--- src/rtl/usb_pkg.sv ---
// Shared USB receive definitions: packet type codes, PID encodings, SYNC byte and
// the CRC16 constants plus a byte-wide CRC16 update helper.
package usb_pkg;

    typedef enum logic [2:0] {
        PKT_NONE  = 3'd0,
        PKT_OUT   = 3'd1,
        PKT_IN    = 3'd2,
        PKT_DATA0 = 3'd3,
        PKT_DATA1 = 3'd4,
        PKT_ACK   = 3'd5,
        PKT_NAK   = 3'd6,
        PKT_BAD   = 3'd7
    } rx_packet_t;

    localparam logic [3:0] PID_OUT   = 4'b0001;
    localparam logic [3:0] PID_IN    = 4'b1001;
    localparam logic [3:0] PID_DATA0 = 4'b0011;
    localparam logic [3:0] PID_DATA1 = 4'b1011;
    localparam logic [3:0] PID_ACK   = 4'b0010;
    localparam logic [3:0] PID_NAK   = 4'b1010;

    localparam logic [7:0]  SYNC_BYTE      = 8'h80;
    localparam logic [15:0] CRC16_POLY     = 16'h8005;
    localparam logic [15:0] CRC16_INIT     = 16'hFFFF;
    localparam logic [15:0] CRC16_RESIDUAL = 16'h800D;

    // A PID byte is only trusted when its upper nibble is the complement of the lower one.
    function automatic rx_packet_t decode_pid(input logic [7:0] pid_byte);
        if (pid_byte[7:4] != ~pid_byte[3:0]) begin
            return PKT_BAD;
        end
        case (pid_byte[3:0])
            PID_OUT:   return PKT_OUT;
            PID_IN:    return PKT_IN;
            PID_DATA0: return PKT_DATA0;
            PID_DATA1: return PKT_DATA1;
            PID_ACK:   return PKT_ACK;
            PID_NAK:   return PKT_NAK;
            default:   return PKT_BAD;
        endcase
    endfunction

    // Bits enter LSB first, matching the order they arrived on the wire.
    function automatic logic [15:0] crc16_byte(input logic [15:0] crc, input logic [7:0] data);
        logic [15:0] c;
        c = crc;
        for (int i = 0; i < 8; i++) begin
            if (data[i] ^ c[15]) begin
                c = {c[14:0], 1'b0} ^ CRC16_POLY;
            end else begin
                c = {c[14:0], 1'b0};
            end
        end
        return c;
    endfunction

endpackage

--- src/rtl/usb_crc16_chk.sv ---
// Byte-wide CRC16 accumulator; residual_ok is high once the data plus its own CRC
// have been folded in without corruption.
module usb_crc16_chk
    import usb_pkg::*;
(
    input  logic       clk,
    input  logic       n_rst,
    input  logic       clear,
    input  logic       enable,
    input  logic [7:0] data_in,
    output logic       residual_ok
);

    logic [15:0] crc_q;
    logic [15:0] crc_d;

    always_comb begin
        crc_d = crc_q;
        if (clear) begin
            crc_d = CRC16_INIT;
        end else if (enable) begin
            crc_d = crc16_byte(crc_q, data_in);
        end
    end

    always_ff @(posedge clk or negedge n_rst) begin
        if (!n_rst) begin
            crc_q <= CRC16_INIT;
        end else begin
            crc_q <= crc_d;
        end
    end

    assign residual_ok = (crc_q == CRC16_RESIDUAL);

endmodule

--- src/rtl/usb_rx_ctrl.sv ---
// USB full-speed receive packet controller: checks SYNC/PID, streams DATA payload to the
// RX FIFO while holding back the CRC bytes. Define USB_RX_CRC16_CHECK_EN to verify CRC16.
module usb_rx_ctrl
    import usb_pkg::*;
#(
    parameter int MAX_DATA_BYTES = 64
) (
    input  logic       clk,
    input  logic       n_rst,
    input  logic       d_edge,
    input  logic       byte_received,
    input  logic [7:0] rcv_data,
    input  logic       eop,
    input  logic       fifo_full,
    output logic       rcving,
    output logic       flush,
    output logic       w_enable,
    output logic [7:0] rx_data,
    output logic [2:0] rx_packet,
    output logic       rx_data_ready,
    output logic       rx_error
);

    typedef enum logic [3:0] {
        IDLE, SYNC_WAIT, PID_WAIT, TOKEN, DATA, HS_EOP, EOP_WAIT, DONE, ERR_WAIT
    } state_t;

    state_t     state_q, state_d;
    rx_packet_t rx_packet_q, rx_packet_d, pid_pkt;
    logic       rcving_q, rcving_d, flush_q, flush_d, w_enable_q, w_enable_d;
    logic       rx_data_ready_q, rx_data_ready_d, rx_error_q, rx_error_d;
    logic       eop_seen_q, eop_seen_d, err_req, crc_ok;
    logic [7:0] rx_data_q, rx_data_d, hb0_q, hb0_d, hb1_q, hb1_d;
    logic [1:0] hb_cnt_q, hb_cnt_d, tok_cnt_q, tok_cnt_d;
    logic [6:0] pay_cnt_q, pay_cnt_d;

`ifdef USB_RX_CRC16_CHECK_EN
    logic crc_clear, crc_enable;
    assign crc_clear  = (state_q == IDLE) && d_edge;
    assign crc_enable = (state_q == DATA) && byte_received && !eop;

    usb_crc16_chk u_crc16_chk (
        .clk         (clk),
        .n_rst       (n_rst),
        .clear       (crc_clear),
        .enable      (crc_enable),
        .data_in     (rcv_data),
        .residual_ok (crc_ok)
    );
`else
    assign crc_ok = 1'b1;
`endif

    always_comb begin
        state_d         = state_q;
        rx_packet_d     = rx_packet_q;
        rcving_d        = rcving_q;
        flush_d         = 1'b0;
        w_enable_d      = 1'b0;
        rx_data_d       = rx_data_q;
        rx_data_ready_d = 1'b0;
        rx_error_d      = rx_error_q;
        eop_seen_d      = eop_seen_q;
        hb0_d           = hb0_q;
        hb1_d           = hb1_q;
        hb_cnt_d        = hb_cnt_q;
        tok_cnt_d       = tok_cnt_q;
        pay_cnt_d       = pay_cnt_q;
        err_req         = 1'b0;
        pid_pkt         = decode_pid(rcv_data);

        case (state_q)
            IDLE: begin
                if (d_edge) begin
                    state_d     = SYNC_WAIT;
                    flush_d     = 1'b1;
                    rcving_d    = 1'b1;
                    rx_error_d  = 1'b0;
                    rx_packet_d = PKT_NONE;
                    eop_seen_d  = 1'b0;
                    hb_cnt_d    = 2'd0;
                    tok_cnt_d   = 2'd0;
                    pay_cnt_d   = 7'd0;
                end
            end
            SYNC_WAIT: begin
                if (eop || (byte_received && rcv_data != SYNC_BYTE)) begin
                    err_req = 1'b1;
                end else if (byte_received) begin
                    state_d = PID_WAIT;
                end
            end
            PID_WAIT: begin
                if (eop) begin
                    err_req = 1'b1;
                end else if (byte_received) begin
                    rx_packet_d = pid_pkt;
                    case (pid_pkt)
                        PKT_OUT, PKT_IN:     state_d = TOKEN;
                        PKT_DATA0, PKT_DATA1: state_d = DATA;
                        PKT_ACK, PKT_NAK:    state_d = HS_EOP;
                        default:             err_req = 1'b1;
                    endcase
                end
            end
            TOKEN: begin
                if (eop) begin
                    if (!byte_received && tok_cnt_q == 2'd2) begin
                        state_d = EOP_WAIT;
                    end else begin
                        err_req = 1'b1;
                    end
                end else if (byte_received && tok_cnt_q != 2'd3) begin
                    tok_cnt_d = tok_cnt_q + 2'd1;
                end
            end
            HS_EOP: begin
                if (byte_received) begin
                    err_req = 1'b1;
                end else if (eop) begin
                    state_d = EOP_WAIT;
                end
            end
            DATA: begin
                if (eop) begin
                    if (!byte_received && hb_cnt_q == 2'd2 && crc_ok) begin
                        state_d = EOP_WAIT;
                    end else begin
                        err_req = 1'b1;
                    end
                end else if (byte_received) begin
                    // The oldest held byte is payload only once two newer bytes are behind it.
                    if (hb_cnt_q == 2'd2) begin
                        if (fifo_full || pay_cnt_q >= 7'(MAX_DATA_BYTES)) begin
                            err_req = 1'b1;
                        end else begin
                            w_enable_d = 1'b1;
                            rx_data_d  = hb1_q;
                            hb1_d      = hb0_q;
                            hb0_d      = rcv_data;
                            if (pay_cnt_q != 7'h7F) begin
                                pay_cnt_d = pay_cnt_q + 7'd1;
                            end
                        end
                    end else begin
                        hb1_d    = hb0_q;
                        hb0_d    = rcv_data;
                        hb_cnt_d = hb_cnt_q + 2'd1;
                    end
                end
            end
            EOP_WAIT: begin
                if (!eop) begin
                    state_d = DONE;
                end
            end
            DONE: begin
                rcving_d        = 1'b0;
                rx_data_ready_d = (rx_packet_q == PKT_DATA0) || (rx_packet_q == PKT_DATA1);
                state_d         = IDLE;
            end
            ERR_WAIT: begin
                eop_seen_d = eop_seen_q | eop;
                if (eop_seen_q && !eop) begin
                    rcving_d = 1'b0;
                    state_d  = IDLE;
                end
            end
            default: state_d = IDLE;
        endcase

        if (err_req) begin
            state_d    = ERR_WAIT;
            rx_error_d = 1'b1;
            eop_seen_d = eop;
            w_enable_d = 1'b0;
        end
    end

    always_ff @(posedge clk or negedge n_rst) begin
        if (!n_rst) begin
            state_q         <= IDLE;
            rx_packet_q     <= PKT_NONE;
            rcving_q        <= 1'b0;
            flush_q         <= 1'b0;
            w_enable_q      <= 1'b0;
            rx_data_q       <= 8'd0;
            rx_data_ready_q <= 1'b0;
            rx_error_q      <= 1'b0;
            eop_seen_q      <= 1'b0;
            hb0_q           <= 8'd0;
            hb1_q           <= 8'd0;
            hb_cnt_q        <= 2'd0;
            tok_cnt_q       <= 2'd0;
            pay_cnt_q       <= 7'd0;
        end else begin
            state_q         <= state_d;
            rx_packet_q     <= rx_packet_d;
            rcving_q        <= rcving_d;
            flush_q         <= flush_d;
            w_enable_q      <= w_enable_d;
            rx_data_q       <= rx_data_d;
            rx_data_ready_q <= rx_data_ready_d;
            rx_error_q      <= rx_error_d;
            eop_seen_q      <= eop_seen_d;
            hb0_q           <= hb0_d;
            hb1_q           <= hb1_d;
            hb_cnt_q        <= hb_cnt_d;
            tok_cnt_q       <= tok_cnt_d;
            pay_cnt_q       <= pay_cnt_d;
        end
    end

    assign rcving        = rcving_q;
    assign flush         = flush_q;
    assign w_enable      = w_enable_q;
    assign rx_data       = rx_data_q;
    assign rx_packet     = rx_packet_q;
    assign rx_data_ready = rx_data_ready_q;
    assign rx_error      = rx_error_q;

endmodule

--- config.mk ---
export PLATFORM = sky130hd
export DESIGN_NAME = usb_rx_ctrl
export DESIGN_NICKNAME = d
export VERILOG_FILES = /design/src/rtl/usb_pkg.sv /design/src/rtl/usb_crc16_chk.sv /design/src/rtl/usb_rx_ctrl.sv
export SDC_FILE = /design/constraint.sdc
export NUM_CORES = 1
export LEC_CHECK = 0
export ABC_AREA = 1
export BUFFER_PORTS_ARGS = -buffer_cell sky130_fd_sc_hd__buf_2
export CAP_MARGIN = 20
export CORE_ASPECT_RATIO = 1.5
export CORE_MARGIN = 2
export CORE_UTILIZATION = 45
export CTS_CLUSTER_DIAMETER = 120
export DETAILED_ROUTE_END_ITERATION = 8
export GPL_TIMING_DRIVEN = 0
export SYNTH_ARGS = -nofsm -noshare
export SYNTH_HDL_FRONTEND = slang
export SYNTH_HIERARCHICAL = 1
export SYNTH_SLANG_ARGS = --single-unit
--- constraint.sdc ---
create_clock -name clk -period 1.9 [get_ports clk]
set_input_delay 0.57 -clock clk [delete_from_list [all_inputs] [get_ports clk]]
set_output_delay 0.57 -clock clk [all_outputs]
set_load 0.03 [all_outputs]
Yosys cells after proc, flatten, opt, wreduce, memory -nomap -nowiden
Index checks and enable logic that the tools add are counted.
{"block": "word_totals", "out_inout_bits": 16, "wordCells": 182, "reg_bits": 48, "in_bits": 14}
{"block": "classes", "order_cmp": 1, "n_eq_ne": 55, "n_reduce_logical": 32, "add_sub_neg": 3, "n_mux": 73, "n_bitwise": 4}
{"operator": "two-way mux 4 bit", "n": 14}
{"operator": "two-way mux 7 bit", "n": 6}
{"operator": "inequality test 3 bit (second input constant)", "n": 13}
{"operator": "two-way mux 8 bit", "n": 4}
{"operator": "case mux 4 bit (8 select lines)", "n": 1}
{"operator": "two-way mux 1 bit", "n": 28}
{"operator": "inequality test 2 bit (second input constant)", "n": 14}
{"operator": "case mux 3 bit (6 select lines)", "n": 1}
{"operator": "equality test 4 x 2 -> 1 bit (second input constant)", "n": 4}
{"operator": "equality test 4 x 3 -> 1 bit (second input constant)", "n": 4}
{"operator": "equality test 4 bit (second input constant)", "n": 4}
{"operator": "two-way mux 3 bit", "n": 5}
{"operator": "case mux 7 bit (2 select lines)", "n": 1}
{"operator": "AND reduction 14 bit", "n": 1}
{"operator": "equality test 3 bit (second input constant)", "n": 4}
{"operator": "two-way mux 2 bit", "n": 6}
{"operator": "case mux 4 bit (3 select lines)", "n": 1}
{"operator": "AND reduction 4 bit", "n": 3}
{"operator": "AND reduction 5 bit", "n": 2}
{"operator": "nonzero test 2 bit", "n": 5}
{"operator": "equality test 3 x 2 -> 1 bit (second input constant)", "n": 3}
{"operator": "equality test 4 x 1 -> 1 bit (second input constant)", "n": 2}
{"operator": "inequality test 8 bit (second input constant)", "n": 1}
{"operator": "case mux 2 bit (2 select lines)", "n": 2}
{"operator": "25 further kinds", "n": 39}

Depth between registers and ports, before layout
Gate-level depths: netlist of the first run.
{"block": "depth", "word_depth": 12, "depth_mapped": 12, "mapped_depth_nobuf": 12}

Worst setup path before layout of the first run
OpenSTA, ideal clock, no wires.
{"block": "synth_path", "path_kind": "input -> register", "from": "input rcv_data[2]", "to": "register state_q[0]", "path_buffers": 1, "setup_slack_ps": 126, "t_required_ps": 1822, "stages": 12, "setup_ps": 78, "t_arrival_ps": 1697, "path_cell_list": "buf_2 nand2_1 inv_1 nor2_1 nand2_1 nor2_2 nand3_1 nand2_1 nand3_1 nor2_1 nand2_1 a21oi_1"}
{"block": "synth_between", "elab_chain_cells": 12, "word_cells_on_any_way": 49}
{"element": "start, declared", "line": "usb_rx_ctrl.sv:12", "text": "input logic [7:0] rcv_data,"}
{"element": "parallel branches: the longest is 12 deep, another holds AND reduction 14 bit"}
{"element": "end signal, assigned", "line": "usb_rx_ctrl.sv:197", "text": "state_q <= state_d;"}
{"element": "end, declared", "line": "usb_rx_ctrl.sv:28", "text": "state_t state_q, state_d;"}
Parallel ways; which one is timed is not known. The select of a mux whose other input is x is not followed.
A chain may end at the register's enable or synchronous reset.

Final worst setup path of the first run
{"block": "layout_path", "from": "register state_q[0]", "to": "register pay_cnt_q[1]"}
{"block": "layout_between", "elab_chain_cells": 3, "word_cells_on_any_way": 11}
{"element": "equality test 4 x 3 -> 1 bit / zero test 4 bit (equally long branches)", "line": "usb_rx_ctrl.sv:72", "text": "case (state_q)"}
{"element": "inequality test 2 bit (no source line) / nonzero test 2 bit (equally long branches)"}
{"element": "AND reduction 7 bit (no source line)"}
{"element": "end signal, assigned", "line": "usb_rx_ctrl.sv:210", "text": "pay_cnt_q <= pay_cnt_d;"}
{"element": "end, declared", "line": "usb_rx_ctrl.sv:35", "text": "logic [6:0] pay_cnt_q, pay_cnt_d;"}
Parallel ways exist; a longest one is shown, timed or not.

==> flow_summary.yaml, run 1 <==
run_status:
  status: "completed"
floorplanning:
  ios: 30
  floorplan.die.width_um: 65.8
  die_area_mm2: 0.00636
  initial_core_util_pct: 46.9
  core_mm2: 0.00549
  num_rows: 33
  die_height_um: 96.7
final_layout:
  multi_input_area_mm2: 0.00118
  drive_gt1_share_pct: 21.4
  fin_nets: 390
  area_delta_synth_final_pct: 17.0
  mostFrequentLayoutCells: "84 x nand2_1, 46 x dfrtp_1, 44 x inv_1"
  final_area_mm2: 0.00302
  antennaDiodeCount: 0
  final_common_cell: "nand2_1"
  seqCellArea_mm2: 0.00120
  utilization_pct: 54.9
  fill_cells: 550
global_route:
  grt_util_met3_pct: 3.37
  overflow: 0
  global_route.usage.met1_pct: 19.4
  top_usage_layer: "met2"
  grt_usage_pct: 17.8
  use_met2_pct: 33.2
  antenna_found_initial: 0
  grt_pass1_wl_um: 9150
  grt_max_degree: 49
  grt_pass1_vias: 2210
job:
  maxCapViolations: 0
clock_network:
  cts_hold_buf: 0
  clk_latency_ns: 0.30
  clk_path_buf_depth: 2
  clk_pin_slew_ns: 0.09
  cts_tree: "yes"
  clock-root-buffer: "clkbuf_8"
  cts_made_buffers: 5
  htreeDepth: 2
  clkSinkCount: 48
pwr:
  powerDensity_mw_per_mm2: 1290
  vdd_drop_max_mv: 0.761
  power_mw: 3.88
  p_leak_nw: 1.63
placed_design:
  dp_hpwl_um: 3850
  place_area_mm2: 0.00281
  gp_congestion: 0.874
  port_buffers: 28
  place_worst_setup_slack_ns: -0.234
timing:
  hold_ws_ns: 0.215
  period_minus_slack_ns: 1.80
  rsz0062_at_grt: "true"
  drv_slew: 0
  fmax_mhz: 557
  finalCritPeriodShare_pct: 94.5
  fin_worst_skew_ns: 0.00573
  setup_slack_ns: 0.104
  worstMarginPinSlew_ns: 0.491
  setup_violations: 0
  hold_viol_final: 0
  max-slew-margin-rel_pct: 67.3
worst_setup_path:
  worst-path-max-fanout: 7
  cp-start-kind: "register"
  required_ns: 2.10
  r2r_slack_ns: 0.10
  end_kind: "register"
  worstSetupPathType: "register to register"
  arrival_ns: 1.99
route:
  dr.pass1.iters: 5
  routed_via_density: 4.90
  ant_nets: 0
  wl_per_cell_um: 11.5
  vias: 2171
  drt_iter0_drc: 116
  drc_errors: 0
  drt_wl_total_um: 5070
synthesis:
  synth_top_area_share_pct: 46.6
  synth_cells: 330
  synth_warnings: 6
  synth_nets: 348
  syn-cell-area_mm2: 0.00258
  synth_area_leaders: "dfrtp_1 47%, nand2_1 12%, inv_1 6.4%, nor2_1 5.8%, a21oi_1 4.1%"
  ys_seq_area_share_pct: 46.6
  ys_ff_latch: 48
  ys_types: 37
  synth_area_leader_cell: "dfrtp_1"
  synth_area_per_cell_um2: 7.81
worst_hold_path:
  hp-class: "input port to asynchronous set/reset pin"
[flip-flops by register name (all words and copies together), names as in the netlist]
name / count
hb0_q: 8
w_enable: 1
eop_seen_q: 1
hb1_q: 8
rx_data: 8
flush: 1
rx_packet: 3
tok_cnt_q: 2
rx_data_ready: 1
state_q: 4
pay_cnt_q: 7
rx_error: 1
hb_cnt_q: 2
rcving: 1
[cells in the mapped netlist, drive strengths merged]
cell,instances
buf,2
nor3,4
a22o,1
nor4,1
nor2,46
nand2,89
clkbuf,3
o211ai,1
nand4,5
inv,51
o21bai,1
o22ai,2
o21ai,28
a21oi,22
a211oi,1
a22oi,1
o31ai,1
nand3b,1
nor3b,3
a31oi,1
xor2,1
ha,4
dfrtp,48
nand3,11
or2,2
[worst max-delay path: stages (launching register included)]
cell	delay (ns)
dfrtp_2	0.45
nor2_4	0.18
inv_2	0.06
nor2_4	0.17
nand2_2	0.10
o21ai_0	0.14
inv_2	0.09
nand2_4	0.15
nor2_8	0.06
buf_4	0.13
a22o_1	0.16
[metal layers]
| layer | share of wire (%) | vias to the layer above |
|---|---|---|
| li1 | - | 1131 |
| met1 | 42 | 989 |
| met2 | 53 | 43 |
| met3 | 3.5 | 8 |
| met4 | 1.8 | 0 |
| met5 | 0 | - |
[cells by family after synthesis]
logic type               Yosys count  share of synthesized area, %
AO/OA/AOI/OAI                     59                          13.5
AND/OR/NAND/NOR                  162                          29.0
XOR/XNOR                           1                         0.340
adder cells (fa/ha/maj)            4                          1.94
flip-flops                        48                          46.6
buffers and inverters             56                          8.59
[cell type report]
cell class	count	area share [%]
plain buffers	5	0.913
clock buffers	5	2.28
clock inverters	3	1.54
inverters	51	6.43
multi-input cells	226	39.2
flip-flops and latches	48	39.9
well taps	70	2.90
repair buffers	35	6.80
[report_power, final]
| part | switching (mW) | internal, mW | total, mW |
|---|---|---|---|
| combinational | 1.05 | 0.560 | 1.61 |
| clock | 0.352 | 0.396 | 0.749 |
| sequential | 0.175 | 1.34 | 1.52 |
[stage by stage]
| step | TNS [ns] | cells |
|---|---|---|
| after CTS | 0 | 436 |
| final | 0 | 443 |
| after global routing | -0.0427 | 443 |
| after floorplan | 0 | 330 |
| after detailed placement | -1.56 | 428 |
| after global placement | -1.48 | 428 |
[what timing repair did]
action / in CTS / in global routing
gates resized for setup: 0 / 10
setup endpoints to repair: 0 / 16
endpoints found under the hold margin: 0 / 0
buffers inserted: 0 / 6
[path summary, 6_finish.rpt]
check	start	endpoint	cells after the start
max	state_q[0]	pay_cnt_q[1]	10
max reg2reg	state_q[0]	pay_cnt_q[1]	10
min reg2reg	rx_data[7]	rx_data[7]	2
min in group clk	rx_data[7]	rx_data[7]	2
max in group asynchronous	n_rst	state_q[1]	2
min	n_rst	hb1_q[4]	1
Note: power is estimated with default switching activity, not from simulation.
==> run 2, diff against run 1 <==
--- a/config.mk
+++ b/config.mk
@@ -6,7 +6,7 @@
 export NUM_CORES = 1
 export LEC_CHECK = 0
 export ABC_AREA = 1
-export BUFFER_PORTS_ARGS = -buffer_cell sky130_fd_sc_hd__buf_2
+export BUFFER_PORTS_ARGS = -buffer_cell sky130_fd_sc_hd__buf_4
 export CAP_MARGIN = 20
 export CORE_ASPECT_RATIO = 1.5
 export CORE_MARGIN = 2
@@ -16,5 +16,4 @@
 export GPL_TIMING_DRIVEN = 0
 export SYNTH_ARGS = -nofsm -noshare
 export SYNTH_HDL_FRONTEND = slang
-export SYNTH_HIERARCHICAL = 1
 export SYNTH_SLANG_ARGS = --single-unit
==> flow_summary.yaml, run 2 <==
final_layout:
  area_delta_synth_final_pct: 19.2
  final_common_cell: "nand2_1"
  mostFrequentLayoutCells: "84 x nand2_1, 46 x dfrtp_1, 44 x inv_1"
  fill_cells: 558
  final_area_mm2: 0.00307
  antennaDiodeCount: 0
  fin_nets: 389
  drive_gt1_share_pct: 21.5
pwr:
  power_mw: 4.03
  seq_power_share_pct: 37.8
  p_leak_nw: 1.64
  power_frac_comb_pct: 43.2
  power_frac_clock_pct: 19.0
  vdd_drop_max_mv: 0.809
  internal_power_mw: 2.42
  powerDensity_mw_per_mm2: 1310
  switching_share_pct: 39.9
  p_sw_mw: 1.61
synthesis:
  synth_nets: 348
  synth_cells: 330
  ys_ff_latch: 48
  synth_common_cells: "84 x nand2_1, 48 x dfrtp_1, 44 x inv_1"
  ys_types: 37
  synth_warnings: 0
  synth_edf_count: 0
  ys.flop_type: "dfrtp_1"
  synth_top_area_share_pct: 46.6
  ys_seq_area_share_pct: 46.6
  synth_area_per_cell_um2: 7.81
  syn-cell-area_mm2: 0.00258
  synthMostInstantiatedCell: "nand2_1"
  async_flop_share_pct: 100
  synth_area_leader_cell: "dfrtp_1"
  synth_area_leaders: "dfrtp_1 47%, nand2_1 12%, inv_1 6.4%, nor2_1 5.8%, a21oi_1 4.1%"
worst_setup_path:
  path_cells: "nor2_8, inv_1, o21ai_0, a21oi_1, nand3_2, buf_4, nand2_1, a21oi_1"
  slowest_delay_ns: 0.48
  end_kind: "register"
  cp-start-kind: "register"
  crit_top_cell: "a21oi_1"
  required_ns: 2.12
  arrival_ns: 1.98
  reg2reg_from: "state_q[3]"
  cp-startpoint: "state_q[3]"
  slowest_stage: "dfrtp_1"
  worst-path-max-fanout: 6
  worstSetupPathType: "register to register"
floorplanning:
  num_rows: 33
  die_area_mm2: 0.00636
  floorplan.die.width_um: 65.8
  initial_core_util_pct: 46.9
  ios: 30
  core_mm2: 0.00549
  die_height_um: 96.7
clock_network:
  htreeDepth: 2
  clkSinkCount: 48
  clock-root-buffer: "clkbuf_8"
  cts_made_buffers: 5
  clk_path_buf_depth: 2
  cts_tree: "yes"
  clk_latency_ns: 0.30
  clk_pin_slew_ns: 0.09
route:
  vias: 2186
  routed_via_density: 4.95
  dr.pass1.iters: 4
  ant_nets: 0
  drt_iter0_drc: 123
  drc_errors: 0
  wl_per_cell_um: 11.9
  drt_wl_total_um: 5250
global_route:
  overflow: 0
  grt_pass1_vias: 2243
  grt_usage_pct: 18.2
  grt_max_degree: 49
  antenna_found_initial: 0
  grt_pass1_wl_um: 9360
timing:
  hold_viol_final: 0
  worstMarginPinSlew_ns: 0.604
  setup_violations: 0
  period_minus_slack_ns: 1.76
  rsz0062_at_grt: "false"
  fin_worst_skew_ns: 0.00354
  fmax_mhz: 568
  max-slew-margin-rel_pct: 59.7
  finalCritPeriodShare_pct: 92.7
  drv_slew: 0
worst_hold_path:
  hp-class: "input port to asynchronous set/reset pin"
placed_design:
  dp_hpwl_um: 3910
  place_area_mm2: 0.00288
  gp_congestion: 0.865
  port_buffers: 28
job:
  maxCapViolations: 0
run_status:
  status: "completed"
## run 2: cell counts after synthesis
Identical to the previous run, type by type.
## run 2: kinds of logic after synthesis
logic type,share of synthesized area (%)
and+or+nand+nor,29.0
AOI/OAI and AO/OA,13.5
adders and majority gates,1.94
buffers and inverters,8.59
DFF,46.6
xor gates and xnor gates,0.340
## run 2: final timing paths
check                             end  slack (ns)  cells after the start
setup / recovery           state_q[0]        0.14                      8
hold / removal             rx_data[5]        0.27                      1
setup reg to reg           state_q[0]        0.14                      8
hold reg to reg            rx_data[7]        0.48                      2
max in group asynchronous  state_q[1]        1.19                      1
min in group clk           rx_data[7]        0.48                      2
## run 2: final cells by class
cell class                 count  area (µm²)  share of cell area, %
sequential                    48        1200                   39.2
multi-input combinational    226        1190                   38.6
timing repair buffer          35         263                   8.55
inverter                      51         194                   6.31
tap                           70        87.6                   2.85
clock buffer                   6        82.6                   2.69
clock inverter                 2        38.8                   1.26
buffer                         4        16.3                  0.530
## run 2: routing by layer
layer  vias to the layer above  global-route usage [%]  part of all wire, %
met4                         0                    7.05                  1.9
met5                         -                       0                    0
li1                       1127                       -                    -
met3                        10                    2.79                  2.6
met2                        38                    32.9                   53
met1                      1011                    20.8                   42
## run 2: timing repair
action	CTS	global route
endpoints found under the setup margin	0	18
hold buffers	0	0
buffers inserted	0	7
resized for setup	0	12
## run 2: power by group through the flow
stage	combinational, mW	sequential [mW]	clock [mW]
final	1.74	1.52	0.766
after global routing	1.95	1.57	0.831
after CTS	1.58	1.52	0.801
after detailed placement	1.58	1.54	0
after global placement	1.55	1.53	0
after floorplan	0.936	1.73	0
## run 2: metrics by stage
stage	hold WS [ns]	worst slack, ns	setup TNS [ns]	instances	util (%)
floorplan	0.274	0.126	0	330	-
global placement	0.458	-0.213	-1.63	428	52.4
detailed placement	0.464	-0.225	-1.86	428	52.4
CTS	0.298	0.0170	0	436	54.6
global route	0.320	0.00844	0	442	55.9
finish	0.273	0.140	0	442	55.9
## run 2: critical path: cells and delay by family, from the launching register on
family                 cells  cell delay [ns]
AOI/OAI and AO/OA          3             0.64
buffers and inverters      2             0.21
and+or+nand+nor            3             0.34
DFF                        1             0.48
==> run 3, diff against run 2 <==
--- a/config.mk
+++ b/config.mk
@@ -14,6 +14,8 @@
 export CTS_CLUSTER_DIAMETER = 120
 export DETAILED_ROUTE_END_ITERATION = 8
 export GPL_TIMING_DRIVEN = 0
+export PLACE_DENSITY = 0.61
+export RECOVER_POWER = 25
 export SYNTH_ARGS = -nofsm -noshare
 export SYNTH_HDL_FRONTEND = slang
 export SYNTH_SLANG_ARGS = --single-unit
==> flow_summary.yaml, run 3 (synthesized netlist as in run 2, its figures left out) <==
worst_hold_path:
  min_delay_path_depth: 2
  hp-class: "register to register"
  hold_end: "rx_data[6]"
  hold_path.startpoint: "rx_data[6]"
worst_setup_path:
  rr_endpoint: "state_q[2]"
  required_ns: 2.12
  slowest_delay_ns: 0.43
  crit_top_cell: "nand2_1"
  reg2reg_from: "state_q[2]"
  ff2ff_path_depth: 12
  path_cells: "inv_2, nor2_8, buf_4, nand2_1, nor2_1, nor2_1, nand2_1, nor2_2, nand3_2, nor2_4, nand2_1, a21oi_1"
  slowest_stage: "dfrtp_1"
  end_kind: "register"
  cp-start-kind: "register"
  arrival_ns: 2.02
  worstSetupPathType: "register to register"
  worst-path-max-fanout: 6
  r2r_slack_ns: 0.11
route:
  drt_iter0_drc: 84
  dr.pass1.iters: 4
  drt_wl_total_um: 5230
  wl_per_cell_um: 11.9
  drc_errors: 0
  ant_nets: 0
  vias: 2176
  routed_via_density: 4.93
final_layout:
  antennaDiodeCount: 0
  area_delta_synth_final_pct: 19.1
  drive_gt1_share_pct: 21.3
  finalNonFillerCells: 441
  fin_nets: 388
  utilization_pct: 55.9
  mostFrequentLayoutCells: "84 x nand2_1, 46 x dfrtp_1, 44 x inv_1"
  final_common_cell: "nand2_1"
clock_network:
  clk_pin_slew_ns: 0.09
  htreeDepth: 2
  cts_tree: "yes"
  clk_latency_ns: 0.29
  clkSinkCount: 48
  cts_made_buffers: 5
  clock-root-buffer: "clkbuf_8"
  clk_path_buf_depth: 2
  cts_hold_buf: 0
timing:
  finalCritPeriodShare_pct: 94.3
  worstMarginPinSlew_ns: 1.19
  fmax_mhz: 558
  drv_slew: 0
  period_minus_slack_ns: 1.79
  max-slew-margin-rel_pct: 20.7
  setup_violations: 0
  hold_viol_final: 0
  fin_setup_tns_ns: 0
  fin_worst_skew_ns: 0.00569
pwr:
  internal_power_mw: 2.38
  p_leak_nw: 1.63
  power_frac_comb_pct: 42.4
  vdd_drop_max_mv: 0.740
  power_frac_clock_pct: 19.4
  powerDensity_mw_per_mm2: 1300
  seq_power_share_pct: 38.3
  switching_share_pct: 40.2
  p_sw_mw: 1.60
floorplanning:
  core_mm2: 0.00549
  die_height_um: 96.7
  ios: 30
  die_area_mm2: 0.00636
  floorplan.die.width_um: 65.8
  initial_core_util_pct: 46.9
  num_rows: 33
run_status:
  status: "completed"
global_route:
  grt_max_degree: 49
  antenna_found_initial: 0
  grt_pass1_vias: 2104
  overflow: 0
  grt_usage_pct: 17.8
  grt_pass1_wl_um: 9100
placed_design:
  port_buffers: 28
  gp_congestion: 0.859
  place_inst: 428
  dp_hpwl_um: 3890
job:
  maxCapViolations: 0
## run 3: cell types whose count changed in the layout (fill, tap and decap cells not counted), sizes merged
cell    change
clkbuf      +1
buf         -2
## run 3: power by group through the flow
stage          Sequential, mW  Clock (mW)  Combinational (mW)
5_1_grt                  1.57       0.839                1.89
3_5_place_dp             1.54           0                1.56
6_report                 1.53       0.771                1.69
4_1_cts                  1.52       0.799                1.57
2_1_floorplan            1.73           0               0.936
3_3_place_gp             1.53           0                1.55
## run 3: stage by stage
step	power (mW)	area [µm²]	hold WS [ns]	setup WS [ns]
floorplan	2.66	2580	0.274	0.126
global placement	3.08	2880	0.458	-0.224
detailed placement	3.10	2880	0.462	-0.238
CTS	3.89	3000	0.296	0.0291
global route	4.30	3070	0.519	-0.0268
finish	3.98	3070	0.479	0.108
## run 3: worst max-delay path: cells and delay by family, from the launching register on
kind / cells / cell delay (ns)
AOI/OAI and AO/OA: 1 / 0.12
and+or+nand+nor: 9 / 0.86
DFF: 1 / 0.43
buffers and inverters: 2 / 0.29
## run 3: layout make-up
cell class	instances	area [µm²]
plain buffers	4	16.3
multi-input cells	226	1190
repair buffers	34	253
inverters	51	194
fillers	534	2420
well taps	70	87.6
clock buffers	6	82.6
clock inverters	2	38.8
flip-flops and latches	48	1200
## run 3: timing repair
action                                  CTS  global route
buffers inserted                          0             6
endpoints found under the setup margin    0            17
resized for setup                         0            14
## run 3: worst max-delay path by stage
stage                     slack, ns            to  cells after the start        start
after floorplan                0.13    state_q[0]                     12  rcv_data[2]
after global routing          -0.03    state_q[0]                     12   state_q[2]
after global placement        -0.22    state_q[2]                     12  rcv_data[0]
final                          0.11    state_q[2]                     12   state_q[2]
after CTS                      0.03  tok_cnt_q[0]                      9   state_q[1]
after detailed placement      -0.24    state_q[2]                     12  rcv_data[0]
## run 3: per-layer routing
| metal | vias to the layer above | track usage [%] | part of all wire (%) |
|---|---|---|---|
| met5 | - | 0 | 0 |
| met4 | 0 | 6.41 | 2.0 |
| met3 | 11 | 2.79 | 3.1 |
| met2 | 44 | 30.1 | 51 |
| met1 | 996 | 22.4 | 44 |
| li1 | 1125 | - | - |
